==> src/rtl/mem_access_ctrl_if.sv <==
// mem_access_ctrl_if: CPU-side request bus and RAM-side strobe bus for mem_access_ctrl
interface mem_cpu_if #(
  parameter int DATA_WIDTH = 32,
  parameter int ADDR_SPACE = 9
);
  logic req, we, ready, done, err;
  logic [ADDR_SPACE-1:0] addr;
  logic [DATA_WIDTH-1:0] wdata, rdata;
  modport master(output req, we, addr, wdata, input ready, done, rdata, err);
  modport slave(input req, we, addr, wdata, output ready, done, rdata, err);
endinterface

interface mem_ram_if #(
  parameter int DATA_WIDTH = 32,
  parameter int ADDR_SPACE = 9
);
  logic read, write, enable;
  logic [ADDR_SPACE-1:0] addr;
  logic [DATA_WIDTH-1:0] datain, dataout;
  modport master(output addr, datain, read, write, enable, input dataout);
  modport slave(input addr, datain, read, write, enable, output dataout);
endinterface

==> src/rtl/mem_access_ctrl.sv <==
// mem_access_ctrl: single-word RAM access sequencer with registered enable strobe; MEM_WRITE_READBACK_EN adds write verify
module mem_access_ctrl #(
  parameter int DATA_WIDTH = 32,
  parameter int ADDR_SPACE = 9,
  parameter int STROBE_CYCLES = 1
) (
  input logic clock,
  input logic reset,
  mem_cpu_if.slave cpu,
  mem_ram_if.master ram
);
  typedef enum logic [2:0] {
    IDLE, SETUP, STROBE, HOLD, DONE
`ifdef MEM_WRITE_READBACK_EN
    , VSETUP, VSTROBE, VHOLD
`endif
  } state_t;
  state_t state, state_n;
  logic [3:0] cnt;
  logic we_q, we_n, last, pri, ver, en_n, rd_n, wr_n;
  logic [ADDR_SPACE-1:0] addr_q;
  logic [DATA_WIDTH-1:0] wdata_q;
  assign last = cnt == 4'(STROBE_CYCLES - 1);
  assign we_n = state == IDLE ? cpu.we : we_q;
  assign cpu.ready = state == IDLE;
  assign ram.addr = addr_q;
  assign ram.datain = wdata_q;
  always_comb begin
    state_n = state;
    case (state)
      IDLE: state_n = cpu.req ? SETUP : IDLE;
      SETUP: state_n = STROBE;
      STROBE: state_n = last ? HOLD : STROBE;
`ifdef MEM_WRITE_READBACK_EN
      HOLD: state_n = we_q ? VSETUP : DONE;
      VSETUP: state_n = VSTROBE;
      VSTROBE: state_n = last ? VHOLD : VSTROBE;
      VHOLD: state_n = DONE;
`else
      HOLD: state_n = DONE;
`endif
      default: state_n = IDLE;
    endcase
    pri = state_n inside {SETUP, STROBE, HOLD};
    ver = 1'b0;
    en_n = state_n == STROBE;
`ifdef MEM_WRITE_READBACK_EN
    ver = state_n inside {VSETUP, VSTROBE, VHOLD};
    en_n = state_n inside {STROBE, VSTROBE};
`endif
    rd_n = (pri & ~we_n) | ver;
    wr_n = pri & we_n;
  end
  // RAM strobes are registered from the next state so enable rises cleanly one cycle after addr/data settle
  always_ff @(posedge clock) begin
    if (reset) begin
      state <= IDLE;
      cnt <= '0;
      we_q <= 1'b0;
      addr_q <= '0;
      wdata_q <= '0;
      ram.read <= 1'b0;
      ram.write <= 1'b0;
      ram.enable <= 1'b0;
      cpu.done <= 1'b0;
      cpu.rdata <= '0;
    end else begin
      state <= state_n;
      cnt <= (state_n == state && state != IDLE) ? cnt + 4'd1 : 4'd0;
      ram.enable <= en_n;
      ram.read <= rd_n;
      ram.write <= wr_n;
      cpu.done <= state_n == DONE;
      if (state == IDLE && cpu.req) begin
        we_q <= cpu.we;
        addr_q <= cpu.addr;
        wdata_q <= cpu.wdata;
      end
      if (state == HOLD && !we_q) cpu.rdata <= ram.dataout;
`ifdef MEM_WRITE_READBACK_EN
      if (state == VHOLD) cpu.rdata <= ram.dataout;
`endif
    end
  end
`ifdef MEM_WRITE_READBACK_EN
  always_ff @(posedge clock) begin
    if (reset || (state == IDLE && cpu.req)) cpu.err <= 1'b0;
    else if (state == VHOLD) cpu.err <= ram.dataout != wdata_q;
  end
`else
  assign cpu.err = 1'b0;
`endif
endmodule

==> src/flat_wrapper.sv <==
// flat-port wrapper written by rule: the top's interface ports become plain ports
module mem_access_ctrl_flat 
#(
  parameter int DATA_WIDTH = 32,
  parameter int ADDR_SPACE = 9,
  parameter int STROBE_CYCLES = 1
)
  (clock, reset, cpu_req, cpu_we, cpu_addr, cpu_wdata, cpu_ready, cpu_done, cpu_rdata, cpu_err, ram_addr, ram_datain, ram_read, ram_write, ram_enable, ram_dataout);
  mem_cpu_if #(.DATA_WIDTH(DATA_WIDTH), .ADDR_SPACE(ADDR_SPACE)) cpu_i ();
  mem_ram_if #(.DATA_WIDTH(DATA_WIDTH), .ADDR_SPACE(ADDR_SPACE)) ram_i ();
  input logic clock;
  input logic reset;
  input wire logic [$bits(cpu_i.req)-1:0] cpu_req;
  input wire logic [$bits(cpu_i.we)-1:0] cpu_we;
  input wire logic [$bits(cpu_i.addr)-1:0] cpu_addr;
  input wire logic [$bits(cpu_i.wdata)-1:0] cpu_wdata;
  output wire logic [$bits(cpu_i.ready)-1:0] cpu_ready;
  output wire logic [$bits(cpu_i.done)-1:0] cpu_done;
  output wire logic [$bits(cpu_i.rdata)-1:0] cpu_rdata;
  output wire logic [$bits(cpu_i.err)-1:0] cpu_err;
  output wire logic [$bits(ram_i.addr)-1:0] ram_addr;
  output wire logic [$bits(ram_i.datain)-1:0] ram_datain;
  output wire logic [$bits(ram_i.read)-1:0] ram_read;
  output wire logic [$bits(ram_i.write)-1:0] ram_write;
  output wire logic [$bits(ram_i.enable)-1:0] ram_enable;
  input wire logic [$bits(ram_i.dataout)-1:0] ram_dataout;
  assign cpu_i.req = cpu_req;
  assign cpu_i.we = cpu_we;
  assign cpu_i.addr = cpu_addr;
  assign cpu_i.wdata = cpu_wdata;
  assign cpu_ready = cpu_i.ready;
  assign cpu_done = cpu_i.done;
  assign cpu_rdata = cpu_i.rdata;
  assign cpu_err = cpu_i.err;
  assign ram_addr = ram_i.addr;
  assign ram_datain = ram_i.datain;
  assign ram_read = ram_i.read;
  assign ram_write = ram_i.write;
  assign ram_enable = ram_i.enable;
  assign ram_i.dataout = ram_dataout;
  mem_access_ctrl #(.DATA_WIDTH(DATA_WIDTH), .ADDR_SPACE(ADDR_SPACE), .STROBE_CYCLES(STROBE_CYCLES)) u_core (.clock(clock), .reset(reset), .cpu(cpu_i), .ram(ram_i));
endmodule
==> config.mk <==
export PLATFORM = sky130hd
export DESIGN_NAME = mem_access_ctrl_flat
export DESIGN_NICKNAME = d
export VERILOG_FILES = /design/src/rtl/mem_access_ctrl_if.sv /design/src/rtl/mem_access_ctrl.sv /design/src/flat_wrapper.sv
export SDC_FILE = /design/constraint.sdc
export NUM_CORES = 1
export LEC_CHECK = 0
export CORE_UTILIZATION = 30
export CTS_BUF_LIST = sky130_fd_sc_hd__clkbuf_4
export CTS_CLUSTER_DIAMETER = 100
export DETAILED_ROUTE_END_ITERATION = 8
export GPL_TIMING_DRIVEN = 0
export HOLD_SLACK_MARGIN = 0.08
export PLACE_DENSITY_LB_ADDON = 0.12
export SLEW_MARGIN = 5
export SYNTH_ARGS = -nofsm -noshare
export SYNTH_HDL_FRONTEND = slang
export SYNTH_SLANG_ARGS = --single-unit
==> constraint.sdc <==
create_clock -name clock -period 3.7 [get_ports clock]
set_input_delay 0.74 -clock clock [delete_from_list [all_inputs] [get_ports clock]]
set_output_delay 0.74 -clock clock [all_outputs]
set_load 0.03 [all_outputs]
# Word-level counts from Yosys, hierarchy flattened
# Index checks and enable logic that the tools add are counted.
# W data, S select, Z words.
# totals
ff_bits,85
input_bits,77
# classes
n_addsub,1
eq_ne,8
muxes,4
n_bitwise,4
n_reduce_logical,9
# op_table
cell,n
$eq A3 B2 Y1 const B,4
$pmux W3 S4,1
$eq A3 B1 Y1 const B,2
$reduce_bool A3 Y1,2
$add A4 B1 Y4 const B,1
$logic_not A4 Y1,1
$eq A3 B3 Y1,1
$eq A3 B3 Y1 const B,1
$logic_and A1 B1 Y1,3
$logic_not A3 Y1,1
$mux W1,3
$and A1 B1 Y1,2
$not A1 Y1,2
$reduce_or A2 Y1,1
$logic_not A1 Y1,1

# Logic depth before layout (Yosys ltp)
# Gate-level depths: netlist of the first run.
# depth
word_depth,7
depth_mapped,6

# Least setup slack after synthesis of the first run
# Ideal clock, no wire load.
# synth_timing
path_type,register to output
from,reg u_core.state[1]
to,out cpu_ready
t_arrival_ns,1.251
required_time_ns,2.960
slack_ns,1.709
path_stages_with_launch,3
n_path_buf,1
cell_sequence,dfxtp_1 > buf_2 > nor3_1
# synth_between
elab_chain_len,1
# synth_rtl
item,line,source
start: declaration,mem_access_ctrl.sv:18,"state_t state, state_n;"
start signal: assignment,mem_access_ctrl.sv:68,state <= state_n;
$logic_not A3 Y1,mem_access_ctrl.sv:25,assign cpu.ready = state == IDLE;
end: declaration,flat_wrapper.sv:17,output wire logic [$bits(cpu_i.ready)-1:0] cpu_ready;
# No other way between the ends.

# Worst setup path in the final report of the first run
# Same ends and word-level chain as after synthesis.

==> results of run 1 <==
## through the flow
stage	util (%)	hold WS [ns]	setup slack [ns]	instances	cell area, µm²
global placement	48.67	0.4410	1.121	658	4823
global route	50.03	0.4771	0.8776	674	4957
floorplan	-	0.4297	1.709	371	3115
finish	50.03	0.4608	0.9882	674	4957
CTS	50.03	0.4639	0.9220	674	4957
detailed placement	48.67	0.4468	1.137	658	4823
## cells in the mapped netlist, drive strengths merged
master / count
or4b: 1
dfxtp: 85
nor2: 5
a21oi: 77
xnor2: 2
nor3: 2
and3: 3
mux2i: 1
and3b: 1
conb: 1
nand4bb: 1
nand3: 2
nor3b: 1
clkbuf: 13
or2: 1
or3b: 1
nand2: 148
o21a: 1
nor4bb: 1
ha: 2
nor4b: 1
buf: 15
nor2b: 2
inv: 3
nand2b: 1
## worst paths after layout
check | start | to | slack (ns) | depth (start not counted)
worst min register to register | u_core.cpu.rdata[9]$_SDFFE_PP0P_ | u_core.cpu.rdata[9]$_SDFFE_PP0P_ | 0.46 | 2
worst min-delay path | u_core.cpu.rdata[9]$_SDFFE_PP0P_ | u_core.cpu.rdata[9]$_SDFFE_PP0P_ | 0.46 | 2
worst max register to register | u_core.state[1]$_SDFF_PP0_ | u_core.cpu.rdata[8]$_SDFFE_PP0P_ | 2.05 | 6
worst max-delay path | u_core.state[1]$_SDFF_PP0_ | cpu_ready | 0.99 | 3
## placed cells by master, fill, tap and decap left out
master,count
and3b_1,1
buf_4,1
clkdlybuf4s50_1,154
nand2_2,9
ha_1,2
nor3b_1,1
xnor2_1,2
buf_2,8
bufinv_16,1
and3_1,3
nand2_1,139
o21a_1,1
buf_8,1
or2_2,1
a21oi_2,9
a21oi_4,1
clkbuf_4,11
nor2_1,5
a21oi_1,67
conb_1,1
inv_1,3
clkbuf_1,13
clkinvlp_4,1
nor2b_1,2
nand4bb_1,1
buf_6,5
dfxtp_1,85
nand2b_1,1
or4b_1,1
or3b_2,1
nor4bb_1,1
nor4b_4,1
clkinv_2,2
nor3_1,2
clkinv_1,1
nand3_1,2
mux2i_1,1
## registers in the layout, summed over array words and instances (netlist names)
register / flops
u_core.we_q: 1
u_core.ram.addr: 9
u_core.cpu.done: 1
u_core.state: 3
u_core.ram.datain: 32
u_core.cpu.rdata: 32
u_core.cnt: 4
u_core.ram.write: 1
u_core.ram.enable: 1
u_core.ram.read: 1
## power by group
| part | internal (W) | leakage [nW] | switching, W |
|---|---|---|---|
| Clock | 0.000218 | 0.0743 | 0.000300 |
| Sequential | 0.000966 | 0.692 | 0.0000260 |
| Combinational | 0.000222 | 1.01 | 0.000250 |
## area by class of cell
cell class                      count  share of cell area (%)
Sequential cell                    85                   34.33
Inverter                            3                  0.2272
Tap cell                          133                   3.357
Clock buffer                       11                   1.666
Timing Repair Buffer              154                   31.10
Multi-Input combinational cell    255                   24.91
Buffer                             28                   3.382
Clock inverter                      5                   1.035
## worst max-delay path, delay by kind of cell (launching register included)
kind	cells	cell delay (ns)
simple gates	1	0.32
flops	1	0.33
buf+inv	2	0.90
## layer usage
layer  GRT usage, %  vias up
met4          7.959        0
met3          4.637       15
met5              0        -
met1          19.41     1294
met2          26.05       94
li1               -     1522
## kinds of logic after synthesis
kind of cell    Yosys count  synth area share [%]
compound gates           78                 14.06
other cells               1                0.1204
xor+xnor                  2                0.5624
flops                    85                 54.62
simple gates            171                 23.78
mux                       1                0.3213
fa+ha+maj                 2                0.8031
buf+inv                  31                 5.743
==> metrics.md, run 1 <==
| Metric | Value |
|---|---|
| Area contributors post-synth | dfxtp_1 (55%), nand2_1 (17%), a21oi_1 (11%) |
| Cells after Synth | 371 |
| Worst-Margin Slew | about 0.68 ns |
| Starting Density | 31.44% |
| Crit Path Category | reg2out |
| Clock Pin Slew Worst Setup and Hold Paths | 0.13 ns |
| Post-Syn Area | 3115 µm² |
| DRC Markers | 0 |
| Slowest CP cell | clkdlybuf4s50_1 |
| Max incr delay on CP | 0.73 ns |
| Endpoint class of the critical path | output port |
| Area of the core | 9910 µm² |
| Final hold vios | 0 |
| Reg area | approximately 1700 µm² |
| Status | finished, final reports clean |
| Vias in the first global route | 2891 |
| Final net count | 615 |
| DR vias/cell | 4.340 |
| Power, Total | 0.001982 W |
| H-tree depth | 3 |
| Wire per inst | 12.59 µm |
| Max_cap viols | 0 |
| DP HPWL | 6419 µm |
| PD cells | 399.8 nW/µm² |
| Congestion Overflow GR | 0 |
| Met1 WL | 3869 µm |
| Pins Over Slew Limit | 0 |
| Crit Path Max Fanout | 10 |
| Clock sinks | 85 |
| Post-CTS resize count | 0 |
| Flip-flop and latch count after synthesis | 85 |
| Critical Path RT | 2.96 ns |
| Largest net degree at the start of global routing | 14 |
| Antenna cells | 0 |
| Clk buf depth | 2 |
| Slew headroom | 54.49% |
| Io pins | 156 |
| Synth warn | 0 |
| Clock latency on the worst-skew pair | just over 0.4 ns |
| Crit share post-route | between 70% and 80% |
| FILL cells | just under 1k |
| DRT iter0 DRCs | 57 |
| CTS tree | done |
| Antenna viol nets, final | 0 |
| Metal2 WL | 3761 µm |
| CTS Buf Count | 9 |
| Area of the die | 10800 µm² |
| Met3 routed WL | 638 µm |
| Minimum clock period | 2.712 ns |
| Setup TNS | 0 ns |
| First drt pass iteration count | 4 |
| Die Width | 103.9 µm |
| Hold WC Path Type | reg2reg |
| Std-Cell Rows | 36 |
| Hold Buf Count CTS | 0 |
| I/O Buffers | 154 |
| Sequential area share after synthesis | 54.62% |
| Worst path cell trace | buf_2 -> nor3_1 -> clkdlybuf4s50_1 |
| RSZ-0062 raised after global routing | false |
| Final setup fails | 0 |
| Top Metal Used | met4 |
| Startpoint types | flop |
| Post-CTS Setup Bufs | 0 |
| Clock root buffer | clkbuf_4 |
| Fmax | 0.3688 GHz |
| All-Layer GR Usage | 16.06% |
| Via count | roughly 2.9k |
| Max IR drop VDD | 0.1809 mV |
| Area leader, netlist | dfxtp_1 |
| WP data arrival | a little under 2 ns |
| Distinct cells, synth | 31 |
| Die Y | 103.9 µm |
| Post-synth top area share | 54.62% |
| Syn Area/Cell | 8.398 µm² |
| Mapped Nets | 450 |
| First-pass GRT wire length | about 14000 µm |
| WL final | 8483 µm |
| Worst Skew | 0.01564 ns |
| Multi-input logic area | 1235 µm² |
| Global placer's final weighted congestion | 0.7308 |
| Initial antenna violation count | 0 |
| Layout cell share with drive strength beyond 1 | about a tenth |
| Leakage power | 1.779 nW |
| Area Growth Syn to Fin | 59.12% |
Note: power is estimated with default switching activity, not from simulation.
==> run 2, diff against run 1 <==
- clock period: 3.7 -> 2.2 ns (I/O delays scaled with it)
==> run 2 against run 1 <==
Compared with the run above: clock-buffer cell count unchanged; global-route usage about the same; power increased by 68%; largest cell class unchanged; largest power group unchanged.
==> metrics.md, run 2 (same netlist as run 1, synthesis figures left out) <==
| Metric | Value |
|---|---|
| Std-Cell Rows | 36 (unchanged) |
| Gr busiest metal | met2 |
| Antenna cells | 0 (unchanged) |
| Post-place setup slack | -0.06279 ns (-1.200 ns) |
| Starting Density | 31.44% (unchanged) |
| Global placer's final weighted congestion | 0.7308 (unchanged) |
| Area Growth Syn to Fin | 58.96% |
| Most frequent cells in the layout | clkdlybuf4s50_1 (153), nand2_1 (139), dfxtp_1 (85) |
| Layout cell share with drive strength beyond 1 | 9.797% (+0.18 points) |
| Endpoint class of the critical path | output port |
| Slowest CP cell | dfxtp_1 |
| Congestion Overflow GR | 0 (unchanged) |
| Clock share of power | 26.1% (about the same) |
| Max IR drop VDD | 0.3041 mV (+68%) |
| Comb pwr share | 23.7% (about the same) |
| I/O Buffers | 154 (unchanged) |
| Startpoint types | flop |
| Internal power | 0.002361 W (+68%) |
| Area of the core | 9910 µm² (unchanged) |
| Via count | 2934 (+0.31%) |
| Setup ws final | 0.2515 ns (-0.7367 ns) |
| Final setup fails | 0 (unchanged) |
| DRT iter0 DRCs | 64 (+12%) |
| Max incr delay on CP | 0.33 ns (-0.40 ns) |
| Wire per inst | 12.59 µm (about the same) |
| Crit share post-route | approximately 90% |
| CTS tree | done |
| H-tree depth | 3 (unchanged) |
| Hold WC Path Type | reg2reg |
| Delay-heaviest family, CP | buffers and inverters |
| Minimum clock period | 1.949 ns |
| M2 GR Usage | 26.10% (+0.048 points) |
| Worst path cell trace | buf_2 -> nor3_1 -> clkbuf_2 |
| Clock root buffer | clkbuf_4 |
| Die Y | 103.9 µm (unchanged) |
| GR Util met1 | 19.41% (unchanged) |
| All-Layer GR Usage | 16.07% (about the same) |
| RSZ-0062 raised after global routing | false |
| DR vias/cell | 4.353 (+0.31%) |
| Slew headroom | 54.49% (about the same) |
| Switching Power | 0.0009672 W (+68%) |
| Commonest non-fill, non-tap cell in the layout | clkdlybuf4s50_1 |
| WP data arrival | 1.51 ns (-0.46 ns) |
| Clock latency on the worst-skew pair | 0.41 ns (about the same) |
| Die Width | 103.9 µm (unchanged) |
| DP HPWL | 6419 µm (unchanged) |
| Worst-Margin Slew | 0.6827 ns (+0.00003403 ns) |
| Crit Path Category | reg2out |
| Met3 Use GR | 4.637% (unchanged) |
| Power, Total | 0.003328 W (+68%) |
| Clock sinks | 85 (unchanged) |
| Area of the die | 10800 µm² (unchanged) |
| Largest net degree at the start of global routing | 14 (unchanged) |
| Worst Skew | 0.01528 ns (-0.0003585 ns) |
| Initial antenna violation count | 0 (unchanged) |
| Pins Over Slew Limit | 0 (unchanged) |
| CTS Buf Count | 9 (unchanged) |
| Clock Pin Slew Worst Setup and Hold Paths | 0.13 ns (about the same) |
| WL final | 8484 µm (about the same) |
| First drt pass iteration count | 4 (unchanged) |
| Hold Buf Count CTS | 0 (unchanged) |
| DRC Markers | 0 (unchanged) |
| Sequential Power Share | 50.2% (about the same) |
| Final hold vios | 0 (unchanged) |
| Max_cap viols | 0 (unchanged) |
| Antenna viol nets, final | 0 (unchanged) |
| Final net count | 615 (unchanged) |
| Leakage power | 1.779 nW (about the same) |
| Crit Path Max Fanout | 10 (unchanged) |
| Clk buf depth | 2 (unchanged) |
| Critical Path RT | 1.76 ns (-1.20 ns) |
| Status | finished, final reports clean |
| Vias in the first global route | 2891 (unchanged) |
| Fmax | 0.5132 GHz |
| WP buf/inv | 2 (unchanged) |
| First-pass GRT wire length | 13830 µm (about the same) |
| PD cells | 672.1 nW/µm² (+68%) |
| Io pins | 156 (unchanged) |
| Switching fraction of total power | 29.06% (about the same) |
## run 2: worst min-delay path: stages, from the launching register on
cell	delay, ns
dfxtp_1	0.33
nand2_1	0.05
a21oi_1	0.05
## run 2: worst paths after layout
| path | from | to | slack [ns] | cells after the start |
|---|---|---|---|---|
| min reg2reg | u_core.cpu.rdata[9]$_SDFFE_PP0P_ | u_core.cpu.rdata[9]$_SDFFE_PP0P_ | 0.46 | 2 |
| min | u_core.cpu.rdata[9]$_SDFFE_PP0P_ | u_core.cpu.rdata[9]$_SDFFE_PP0P_ | 0.46 | 2 |
| max | u_core.state[1]$_SDFF_PP0_ | cpu_ready | 0.25 | 3 |
| max reg2reg | u_core.state[1]$_SDFF_PP0_ | u_core.cpu.rdata[8]$_SDFFE_PP0P_ | 0.55 | 6 |
## run 2: power by group through the flow
stage,sequential (W),clock [W],combinational (W)
final,0.00167,0.000869,0.000790
after global routing,0.00168,0.000973,0.000852
after CTS,0.00167,0.000909,0.000802
after detailed placement,0.00170,0,0.000802
after global placement,0.00170,0,0.000798
after floorplan,0.00186,0,0.000274
## run 2: area by class of cell
| type | count | area (µm²) |
|---|---|---|
| sequential | 85 | 1702 |
| timing repair buffer | 154 | 1536 |
| inverter | 3 | 11.26 |
| buffer | 28 | 167.7 |
| clock inverter | 5 | 51.30 |
| multi-input combinational | 255 | 1235 |
| fill | 977 | 4957 |
| clock buffer | 11 | 82.58 |
| tap | 133 | 166.4 |
## run 2: per-layer routing
metal / up-vias / wire length (µm)
li1: 1521 / -
met1: 1302 / 3907
met2: 95 / 3759
met3: 16 / 593
met4: 0 / 225
met5: - / 0
## run 2: repair_timing
item                                    in CTS  in global routing
endpoints found under the setup margin       1                  1
buffers inserted                             0                  0
resized for setup                            1                  3
endpoints found under the hold margin        0                  0
## run 2: metrics by stage
stage | utilization, % | instance area, µm² | cells | hold slack [ns] | setup TNS (ns)
after floorplan | - | 3115 | 371 | 0.4297 | 0
after global placement | 48.67 | 4823 | 658 | 0.4410 | -0.4507
after detailed placement | 48.67 | 4823 | 658 | 0.4468 | -0.3172
after CTS | 50.01 | 4956 | 674 | 0.4639 | 0
after global routing | 49.97 | 4952 | 674 | 0.4771 | 0
final | 49.97 | 4952 | 674 | 0.4608 | 0
